$ cat config.mk
export PLATFORM = sky130hd
export DESIGN_NAME = tape_progress_tracker_flat
export DESIGN_NICKNAME = d
export VERILOG_FILES = /design/src/rtl/tape_progress_tracker_pkg.sv /design/src/rtl/tape_progress_tracker_if.sv /design/src/rtl/tape_progress_tracker_hold_timer.sv /design/src/rtl/tape_progress_tracker.sv /design/src/flat_wrapper.sv
export SDC_FILE = /design/constraint.sdc
export NUM_CORES = 1
export LEC_CHECK = 0
export CAP_MARGIN = 10
export CORE_ASPECT_RATIO = 1.25
export CORE_UTILIZATION = 50
export CTS_CLUSTER_SIZE = 28
export DETAILED_ROUTE_END_ITERATION = 10
export HOLD_SLACK_MARGIN = 0.02
export PLACE_DENSITY = 0.87
export SYNTH_ARGS = -nofsm -noshare
export SYNTH_HDL_FRONTEND = slang
export SYNTH_HIERARCHICAL = 1
export SYNTH_SLANG_ARGS = --single-unit
$ cat constraint.sdc
create_clock -name clk -period 7.9 [get_ports clk]
set_input_delay 1.185 -clock clk [delete_from_list [all_inputs] [get_ports clk]]
set_output_delay 1.185 -clock clk [all_outputs]
set_load 0.05 [all_outputs]
$ cat src/rtl/tape_progress_tracker_pkg.sv
// ---------------------------------------------------------------------------
// tape_progress_pkg
// Shared types and helpers for the tape-load progress tracker.
//   ADDR_W_DEFAULT : default width of image size / position / progress values
//   POS_W          : working width of the position helper (covers any ADDR_W
//                    up to 31 bits with headroom for the +1 carry)
//   tape_state_e   : tracker state (EMPTY, READY, RUN, HOLD)
//   clamp_pos()    : min(addr + 1, lim) computed without wrap-around
// Optional feature macro used by the files of this block: TAPE_PROGRESS_HOLD_EN
// ---------------------------------------------------------------------------
package tape_progress_pkg;

  localparam int unsigned ADDR_W_DEFAULT = 25;
  localparam int unsigned POS_W          = 32;

  typedef enum logic [1:0] {
    EMPTY,
    READY,
    RUN,
    HOLD
  } tape_state_e;

  // Position after fetching byte 'addr', clamped to 'lim'. The increment is
  // done one bit wider than the operands so an all-ones address cannot wrap.
  function automatic logic [POS_W-1:0] clamp_pos(
    input logic [POS_W-1:0] addr,
    input logic [POS_W-1:0] lim
  );
    logic [POS_W:0] nxt;
    nxt = {1'b0, addr} + {{POS_W{1'b0}}, 1'b1};
    if (nxt > {1'b0, lim}) begin
      return lim;
    end
    return nxt[POS_W-1:0];
  endfunction

endpackage

$ cat src/rtl/tape_progress_tracker_if.sv
// ---------------------------------------------------------------------------
// tape_progress_tracker_if
// Bundles the tracker's machine-side inputs and overlay-side outputs.
//   img_mounted / img_size   : mount pulse and image size in bytes
//   tape_motor               : motor level
//   rd_strobe / rd_addr      : per-byte fetch pulse and its address
//   osd_force                : force bar visible while an image is loaded
//   current / max / enable   : progress bar feed
//   done                     : one-cycle pulse when current first reaches max
// Modports: master = environment (drives inputs), slave = tracker.
// ---------------------------------------------------------------------------
interface tape_progress_tracker_if
  import tape_progress_pkg::*;
#(
  parameter int unsigned ADDR_W = ADDR_W_DEFAULT
);

  logic              img_mounted;
  logic [ADDR_W-1:0] img_size;
  logic              tape_motor;
  logic              rd_strobe;
  logic [ADDR_W-1:0] rd_addr;
  logic              osd_force;
  logic [ADDR_W-1:0] current;
  logic [ADDR_W-1:0] max;
  logic              enable;
  logic              done;

  modport master (
    output img_mounted, img_size, tape_motor, rd_strobe, rd_addr, osd_force,
    input  current, max, enable, done
  );

  modport slave (
    input  img_mounted, img_size, tape_motor, rd_strobe, rd_addr, osd_force,
    output current, max, enable, done
  );

endinterface

$ cat src/rtl/tape_progress_tracker_hold_timer.sv
// ---------------------------------------------------------------------------
// hold_timer
// 32-bit down-counter that times the visible-after-motor-stop period.
//   clk, reset_n : clock, synchronous active-low reset (count cleared)
//   clear        : force count to 0 (highest priority)
//   load         : load load_val
//   dec          : decrement by one while count is non-zero
//   count        : current count
//   expired      : count is zero
// Only instantiated when TAPE_PROGRESS_HOLD_EN is defined.
// ---------------------------------------------------------------------------
module hold_timer (
  input  logic        clk,
  input  logic        reset_n,
  input  logic        clear,
  input  logic        load,
  input  logic [31:0] load_val,
  input  logic        dec,
  output logic [31:0] count,
  output logic        expired
);

  logic [31:0] count_q;
  logic [31:0] count_d;

  always_comb begin
    count_d = count_q;
    if (clear) begin
      count_d = '0;
    end else if (load) begin
      count_d = load_val;
    end else if (dec && (count_q != '0)) begin
      count_d = count_q - 32'd1;
    end
  end

  always_ff @(posedge clk) begin
    if (!reset_n) begin
      count_q <= '0;
    end else begin
      count_q <= count_d;
    end
  end

  assign count   = count_q;
  assign expired = (count_q == '0);

endmodule

$ cat src/rtl/tape_progress_tracker.sv
// ---------------------------------------------------------------------------
// tape_progress_tracker
// Feeds the tape-load progress bar overlay: latches the mounted image size,
// follows the reader's byte position and decides when the bar is visible.
//   clk      : system clock
//   reset_n  : synchronous reset, active low
//   bus      : tape_progress_tracker_if.slave
//              (img_mounted, img_size, tape_motor, rd_strobe, rd_addr,
//               osd_force in; current, max, enable, done out)
// Parameters: CLK_HZ, HOLD_MS (bar hold time after motor stop), ADDR_W.
// Optional feature macro: TAPE_PROGRESS_HOLD_EN -- when defined, the bar stays
// visible for HOLD_MS after the motor stops (HOLD state + hold_timer); when
// undefined, RUN returns straight to READY and HOLD_MS is ignored.
// ---------------------------------------------------------------------------
module tape_progress_tracker
  import tape_progress_pkg::*;
#(
  parameter int unsigned CLK_HZ  = 64000000,
  parameter int unsigned HOLD_MS = 1000,
  parameter int unsigned ADDR_W  = ADDR_W_DEFAULT
) (
  input  logic                     clk,
  input  logic                     reset_n,
  tape_progress_tracker_if.slave   bus
);

  tape_state_e       state_q, state_d;
  logic [ADDR_W-1:0] cur_q,   cur_d;
  logic [ADDR_W-1:0] max_q,   max_d;
  logic              armed_q, armed_d;
  logic              enable_q, enable_d;
  logic              done_q,  done_d;
  logic [ADDR_W-1:0] pos_new;

  assign pos_new = ADDR_W'(clamp_pos(POS_W'(bus.rd_addr), POS_W'(max_q)));

`ifdef TAPE_PROGRESS_HOLD_EN
  localparam logic [31:0] HOLD_PROD = 32'((CLK_HZ / 1000) * HOLD_MS);
  // HOLD_MS = 0 maps to 0 so HOLD still lasts one clock instead of wrapping.
  localparam logic [31:0] HOLD_CYC  = (HOLD_PROD == '0) ? '0 : (HOLD_PROD - 32'd1);

  logic        hold_load;
  logic        hold_clear;
  logic        hold_dec;
  logic        hold_expired;
  logic [31:0] hold_count;

  assign hold_dec = (state_q == HOLD);

  hold_timer u_hold_timer (
    .clk      (clk),
    .reset_n  (reset_n),
    .clear    (hold_clear),
    .load     (hold_load),
    .load_val (HOLD_CYC),
    .dec      (hold_dec),
    .count    (hold_count),
    .expired  (hold_expired)
  );
`else
  // Hold timing parameters have no effect in this build.
  logic [31:0] unused_hold_cfg;
  assign unused_hold_cfg = 32'(CLK_HZ) ^ 32'(HOLD_MS);
`endif

  always_comb begin
    state_d = state_q;
    cur_d   = cur_q;
    max_d   = max_q;
    armed_d = armed_q;
    done_d  = 1'b0;
`ifdef TAPE_PROGRESS_HOLD_EN
    hold_load  = 1'b0;
    hold_clear = 1'b0;
`endif

    if (bus.img_mounted) begin
      // Mount overrides everything, including a fetch in the same cycle.
      max_d   = bus.img_size;
      cur_d   = '0;
      armed_d = 1'b1;
      state_d = (bus.img_size != '0) ? READY : EMPTY;
`ifdef TAPE_PROGRESS_HOLD_EN
      hold_clear = 1'b1;
`endif
    end else if (state_q != EMPTY) begin
      if (bus.rd_strobe) begin
        cur_d = pos_new;
        // pos_new never exceeds max, so "not equal" means "below max".
        if (pos_new == max_q) begin
          if (armed_q) begin
            done_d  = 1'b1;
            armed_d = 1'b0;
          end
        end else begin
          armed_d = 1'b1;
        end
      end

      unique case (state_q)
        READY: begin
          if (bus.tape_motor) begin
            state_d = RUN;
          end
        end
        RUN: begin
          if (!bus.tape_motor) begin
`ifdef TAPE_PROGRESS_HOLD_EN
            state_d   = HOLD;
            hold_load = 1'b1;
`else
            state_d = READY;
`endif
          end
        end
`ifdef TAPE_PROGRESS_HOLD_EN
        HOLD: begin
          if (bus.tape_motor) begin
            state_d    = RUN;
            hold_clear = 1'b1;
          end else if (hold_expired) begin
            state_d = READY;
          end
        end
`endif
        default: begin
          state_d = state_q;
        end
      endcase
    end

    enable_d = (state_d == RUN) || (state_d == HOLD) ||
               (bus.osd_force && (state_d != EMPTY));
  end

  always_ff @(posedge clk) begin
    if (!reset_n) begin
      state_q  <= EMPTY;
      cur_q    <= '0;
      max_q    <= '0;
      armed_q  <= 1'b1;
      enable_q <= 1'b0;
      done_q   <= 1'b0;
    end else begin
      state_q  <= state_d;
      cur_q    <= cur_d;
      max_q    <= max_d;
      armed_q  <= armed_d;
      enable_q <= enable_d;
      done_q   <= done_d;
    end
  end

  assign bus.current = cur_q;
  assign bus.max     = max_q;
  assign bus.enable  = enable_q;
  assign bus.done    = done_q;

endmodule

$ cat src/flat_wrapper.sv
// flat-port wrapper written by rule: the top's interface ports become plain ports
module tape_progress_tracker_flat import tape_progress_pkg::*;
#(
  parameter int unsigned CLK_HZ  = 64000000,
  parameter int unsigned HOLD_MS = 1000,
  parameter int unsigned ADDR_W  = ADDR_W_DEFAULT
)
  (clk, reset_n, bus_img_mounted, bus_img_size, bus_tape_motor, bus_rd_strobe, bus_rd_addr, bus_osd_force, bus_current, bus_max, bus_enable, bus_done);
  tape_progress_tracker_if #(.ADDR_W(ADDR_W)) bus_i ();
  input  logic clk;
  input  logic reset_n;
  input wire logic [$bits(bus_i.img_mounted)-1:0] bus_img_mounted;
  input wire logic [$bits(bus_i.img_size)-1:0] bus_img_size;
  input wire logic [$bits(bus_i.tape_motor)-1:0] bus_tape_motor;
  input wire logic [$bits(bus_i.rd_strobe)-1:0] bus_rd_strobe;
  input wire logic [$bits(bus_i.rd_addr)-1:0] bus_rd_addr;
  input wire logic [$bits(bus_i.osd_force)-1:0] bus_osd_force;
  output wire logic [$bits(bus_i.current)-1:0] bus_current;
  output wire logic [$bits(bus_i.max)-1:0] bus_max;
  output wire logic [$bits(bus_i.enable)-1:0] bus_enable;
  output wire logic [$bits(bus_i.done)-1:0] bus_done;
  assign bus_i.img_mounted = bus_img_mounted;
  assign bus_i.img_size = bus_img_size;
  assign bus_i.tape_motor = bus_tape_motor;
  assign bus_i.rd_strobe = bus_rd_strobe;
  assign bus_i.rd_addr = bus_rd_addr;
  assign bus_i.osd_force = bus_osd_force;
  assign bus_current = bus_i.current;
  assign bus_max = bus_i.max;
  assign bus_enable = bus_i.enable;
  assign bus_done = bus_i.done;
  tape_progress_tracker #(.CLK_HZ(CLK_HZ), .HOLD_MS(HOLD_MS), .ADDR_W(ADDR_W)) u_core (.clk(clk), .reset_n(reset_n), .bus(bus_i));
endmodule
# ---- After elaboration in Yosys (flattened, before gate mapping)
# Cells that the tools add are included.
dict set report word_totals {
  ff_bits 55
  input_bits 56
  out_inout_bits 52
  wordCells 37
}
dict set report op_classes {
  add_sub_neg 1
  n_lt_le_gt_ge 1
  eq_ne 5
  n_mux 11
  n_bitwise 4
  n_reduce_logical 9
}
# cell n
set op_table {}
lappend op_table {{$mux 25} 2}
lappend op_table {{$add 25x1->26 const B} 1}
lappend op_table {{$gt 26x25->1} 1}
lappend op_table {{$eq 25x25->1} 1}
lappend op_table {{$reduce_bool 25->1} 1}
lappend op_table {{$mux 2} 4}
lappend op_table {{$eq 2x2->1 const B} 3}
lappend op_table {{$reduce_or 5->1} 1}
lappend op_table {{$mux 1} 4}
lappend op_table {{$not 1->1} 4}
lappend op_table {{$pmux 2 s2} 1}
lappend op_table {{$reduce_bool 2->1} 2}
lappend op_table {{$eq 2x1->1 const B} 1}
lappend op_table {{$logic_or 1x1->1} 2}
lappend op_table {{$reduce_and 2->1} 1}
lappend op_table {{$reduce_or 2->1} 1}
lappend op_table {{$logic_and 1x1->1} 1}

# ---- Logic depth before layout (Yosys ltp)
dict set report logic_depth {
  ltp_word 7
  ltp_mapped 16
}

# ---- Least setup slack after synthesis
# No wires, ideal clock.
dict set report synth_timing {
  path_type {input -> register}
  startpoint {input bus_rd_addr[6]}
  endpoint {register u_core.cur_q[0], in the netlist u_core/bus.current[0]}
  setup_ns 0.106
  arrival_time_ns 3.923
  path_slack_ns 3.871
  stages 14
  path_buffers 2
  path_cell_list {buf_2 -> nand3_2 -> nor4_4 -> nand4_1 -> xnor2_1 -> ha_1 -> a21oi_1 -> o21ai_0 -> a221oi_1 -> o211ai_1 -> a21oi_1 -> nand2_2 -> buf_2 -> o311ai_0}
}
dict set report synth_via {
  elab_chain_cells 4
}
# item line_no
set synth_rtl {}
lappend synth_rtl {{from (decl)} flat_wrapper.sv:16} ;# input wire logic [$bits(bus_i.rd_addr)-1:0] bus_rd_addr;
lappend synth_rtl {{$add 25x1->26} tape_progress_tracker_pkg.sv:30} ;# nxt = {1'b0, addr} + {{POS_W{1'b0}}, 1'b1};
lappend synth_rtl {{$gt 26x25->1} tape_progress_tracker_pkg.sv:31} ;# if (nxt > {1'b0, lim}) begin
lappend synth_rtl {{$mux 1} tape_progress_tracker_pkg.sv:31}
lappend synth_rtl {{$mux 25} tape_progress_tracker_pkg.sv:34} ;# return nxt[POS_W-1:0];
lappend synth_rtl {{to (signal assigned)} tape_progress_tracker.sv:146} ;# cur_q <= cur_d;
lappend synth_rtl {{to (decl)} tape_progress_tracker.sv:28} ;# logic [ADDR_W-1:0] cur_q, cur_d;
# Every way passes these cells.
# A chain may end at the register's enable or synchronous reset.

# ---- Final worst setup path
dict set report layout_timing {
  startpoint {input bus_rd_addr[0]}
  endpoint {register u_core.done_q, in the netlist u_core/bus.done}
}
dict set report layout_via {
  elab_chain_cells 7
}
# item line_no
set layout_rtl {}
lappend layout_rtl {{$add 25x1->26 *} tape_progress_tracker_pkg.sv:30}
lappend layout_rtl {{$gt 26x25->1} tape_progress_tracker_pkg.sv:31}
lappend layout_rtl {{$mux 1} tape_progress_tracker_pkg.sv:31}
lappend layout_rtl {{$mux 25 *} tape_progress_tracker_pkg.sv:34}
lappend layout_rtl {{$eq 25x25->1 *} tape_progress_tracker.sv:90} ;# if (pos_new == max_q) begin
lappend layout_rtl {{$not 1->1 (no source line) *} -}
lappend layout_rtl {{$reduce_or 5->1 (no source line) *} -}
lappend layout_rtl {{to (signal assigned)} tape_progress_tracker.sv:150} ;# done_q <= done_d;
lappend layout_rtl {{to (decl)} tape_progress_tracker.sv:32} ;# logic done_q, done_d;
# Mark *: on every way between the ends. The rest lies on a longest branch, timed or not.

==> results by group <==
Yosys
  • Sequential cell area fraction in the yosys report: 28.2%
  • Top post-synthesis cells by area: dfxtp_1 (28%), mux2i_1 (13%), ha_1 (9.3%)
  • Syn_nets: 524
  • Synth area leader: dfxtp_1
  • Mapped cell area: 3910 µm²
  • Synth Instances: 439
  • Synth Register Bits: 55
  • Yosys cell types: 47
  • Number of enable flip-flop cells after synthesis: 0
  • Warnings, synthesis: 6
  • Avg Inst Size Synth: 8.90 µm²
  • Ys flop type: dfxtp_1
  • Synth top area share: 28.2%
  • Top-count cell post-synth: dfxtp_1
  • Synth top cells by count: dfxtp_1 (55), mux2i_1 (51), nand2_1 (40)
  • Asr flop ratio synth: 0%

GRT
  • Grt total ovfl: 0
  • First-pass GRT wire length: 17,000 µm
  • Vias in the first global route: 3,669
  • Gr usage total: 27.1%
  • Largest net degree at the start of global routing: 30
  • Initial antenna violation count: 0

Pwr
  • Power per standard cell area: 135 nW/µm²
  • Leakage power: 2.09 nW
  • Max VDD drop: 0.0926 mV

Critical path
  • CP Launch Type: input pin
  • Worst path required time: 8.10 ns
  • CP arrival: 5.58 ns
  • Reg-to-reg slack, setup: 4.65 ns
  • CP Capture Type: flop
  • WS Path Type: input pin to flop
  • Crit-path max FO: 27

Cells and area
  • Fillcell total: 612
  • Ant. Diodes: 0
  • Area of the multi-input gates: 2630 µm²
  • Number of nets in the layout: 628
  • Layout cells sized above 1: 3.87%
  • Reg area: 1100 µm²
  • Layout area overhead: 31.7%

Clock network
  • Clock latency on the worst-skew pair: 0.30 ns
  • Hold-fix buffers, CTS: 0
  • H-tree depth: 2
  • Post-CTS setup buffers: 0
  • CTS Buf Count: 5
  • Worst-path clk slew: 0.09 ns
  • CTS Sinks: 55
  • Root buf cell: clkbuf_8
  • CTS resizes: 0
  • CTS Buffer Depth: 2
  • CTS tree: done

Floorplan
  • FP Rows: 35
  • Initial Util: 52.2%
  • Die height: 101 µm
  • Io pins: 108
  • Core area: 7490 µm²
  • Die area: 8170 µm²
  • Die Wd: 81.1 µm

Run
  • Max-Cap Viols: 0

Timing
  • Max-slew headroom: 41.8%
  • Endpoints failing hold: 0
  • Final setup fails: 0
  • Setup WS post-layout: 2.53 ns
  • Total negative slack: 0 ns
  • Tmin final: 5.37 ns
  • Clk_skew: 0.00351 ns
  • Fmax: 0.186 GHz
  • Final period util: 68.0%
  • Pins Over Slew Limit: 0
  • Worst slew pin tran: 0.870 ns
  • RSZ-0062 raised after global routing: no

Detailed routing
  • Post-DRT Antenna Nets: 0
  • DRT Wirelength: 10,500 µm
  • Via count: 3,580
  • Drt drc: 0
  • DR iter-0 viols: 185
  • Post-detailed-route wirelength per cell: 16.6 µm
  • Pre-antenna DRT Iters: 4
  • DR vias/cell: 5.64

Min path
  • Hold Crit Class: flop to flop

Place
  • GPL Wtd Cong: 0.879
  • Port bufs: 107
  • Worst slack, placed: 2.25 ns
  • Hpwl dp: 8370 µm

Run status
  • Status: finished, final reports clean
==> worst max-delay path: stages <==
cell,delay (ns)
clkdlybuf4s50_1,0.62
nand2_1,0.21
nor4_4,0.42
nand4_1,0.19
xnor2_1,0.32
ha_1,0.32
a21oi_1,0.14
o21ai_0,0.13
a221oi_1,0.53
mux2i_1,0.19
a21oi_1,0.20
nand2_2,0.49
a31o_1,0.42
and3_1,0.18
==> kinds of logic (layout without fill, tap and decap cells) <==
family,count (synthesis),count (layout),synth area share (%)
muxes,51,51,13.1
xor gates and xnor gates,40,40,11.6
DFF,55,55,28.2
AOI/OAI and AO/OA,70,70,11.1
and+or+nand+nor,148,148,22.1
adders and majority gates,29,29,9.29
buffers and inverters,46,150,4.58
==> routing by layer <==
metal,track usage (%),vias up,part of all wire (%)
met1,29.8,1675,40
met4,10.4,0,3.0
li1,-,1767,-
met2,50.7,112,52
met3,4.43,26,4.9
met5,0,-,0
==> state kept, by name, indices dropped and copies added, names as in the netlist <==
name and flops:
u_core/bus.done 1, u_core/bus.enable 1, u_core/bus.max 25, u_core/bus.current 25, u_core/state_q 2, u_core/armed_q 1
==> layout by cell type, fill, tap and decap left out, drive strengths merged, types with 6 or more instances in the layout <==
| cell | netlist | routed |
|---|---|---|
| clkdlybuf4s50 | 0 | 107 |
| xor2 | 10 | 10 |
| xnor2 | 23 | 23 |
| a21o | 11 | 11 |
| nor3 | 8 | 8 |
| nand3 | 12 | 12 |
| xnor3 | 7 | 7 |
| a21oi | 13 | 13 |
| clkbuf | 7 | 6 |
| nor4 | 11 | 11 |
| nor2b | 28 | 28 |
| nand4 | 15 | 15 |
| mux2i | 51 | 51 |
| and3 | 8 | 8 |
| ha | 29 | 29 |
| inv | 34 | 34 |
| nor2 | 9 | 9 |
| dfxtp | 55 | 55 |
| o21ai | 30 | 30 |
| nand2 | 42 | 42 |
==> power by group <==
group | leakage [nW] | internal [W] | switching, W | total [W]
Clock | 0.0470 | 0.0000691 | 0.0000875 | 0.000157
Combinational | 1.60 | 0.000108 | 0.000128 | 0.000236
Sequential | 0.449 | 0.000288 | 0.0000123 | 0.000300
==> worst paths after layout <==
path	start	depth (start not counted)	to
setup reg to reg	u_core/bus.max[21]	10	u_core/bus.done
hold reg to reg	u_core/bus.current[15]	2	u_core/bus.current[15]
hold / removal	u_core/bus.current[15]	2	u_core/bus.current[15]
setup / recovery	bus_rd_addr[0]	14	u_core/bus.done
==> layout make-up <==
class                   instances  share of cell area, %
clock inverters                 1                 0.0973
clock buffers                   6                   1.61
inverters                      34                   2.48
flip-flops and latches         55                   21.4
multi-input cells             338                   51.1
repair buffers                109                   21.1
well taps                      92                   2.24
==> metrics by stage <==
step / total power [W] / std cells / utilization [%] / hold slack [ns] / instance area (µm²)
detailed placement: 0.000541 / 628 / 67.5 / 0.444 / 5060
finish: 0.000693 / 635 / 68.7 / 0.463 / 5140
floorplan: 0.000455 / 439 / - / 0.454 / 3910
CTS: 0.000695 / 635 / 68.7 / 0.467 / 5140
global placement: 0.000536 / 628 / 67.5 / 0.439 / 5060
global route: 0.000725 / 635 / 68.7 / 0.493 / 5140
No activity file was read; power rests on OpenSTA's default activity.
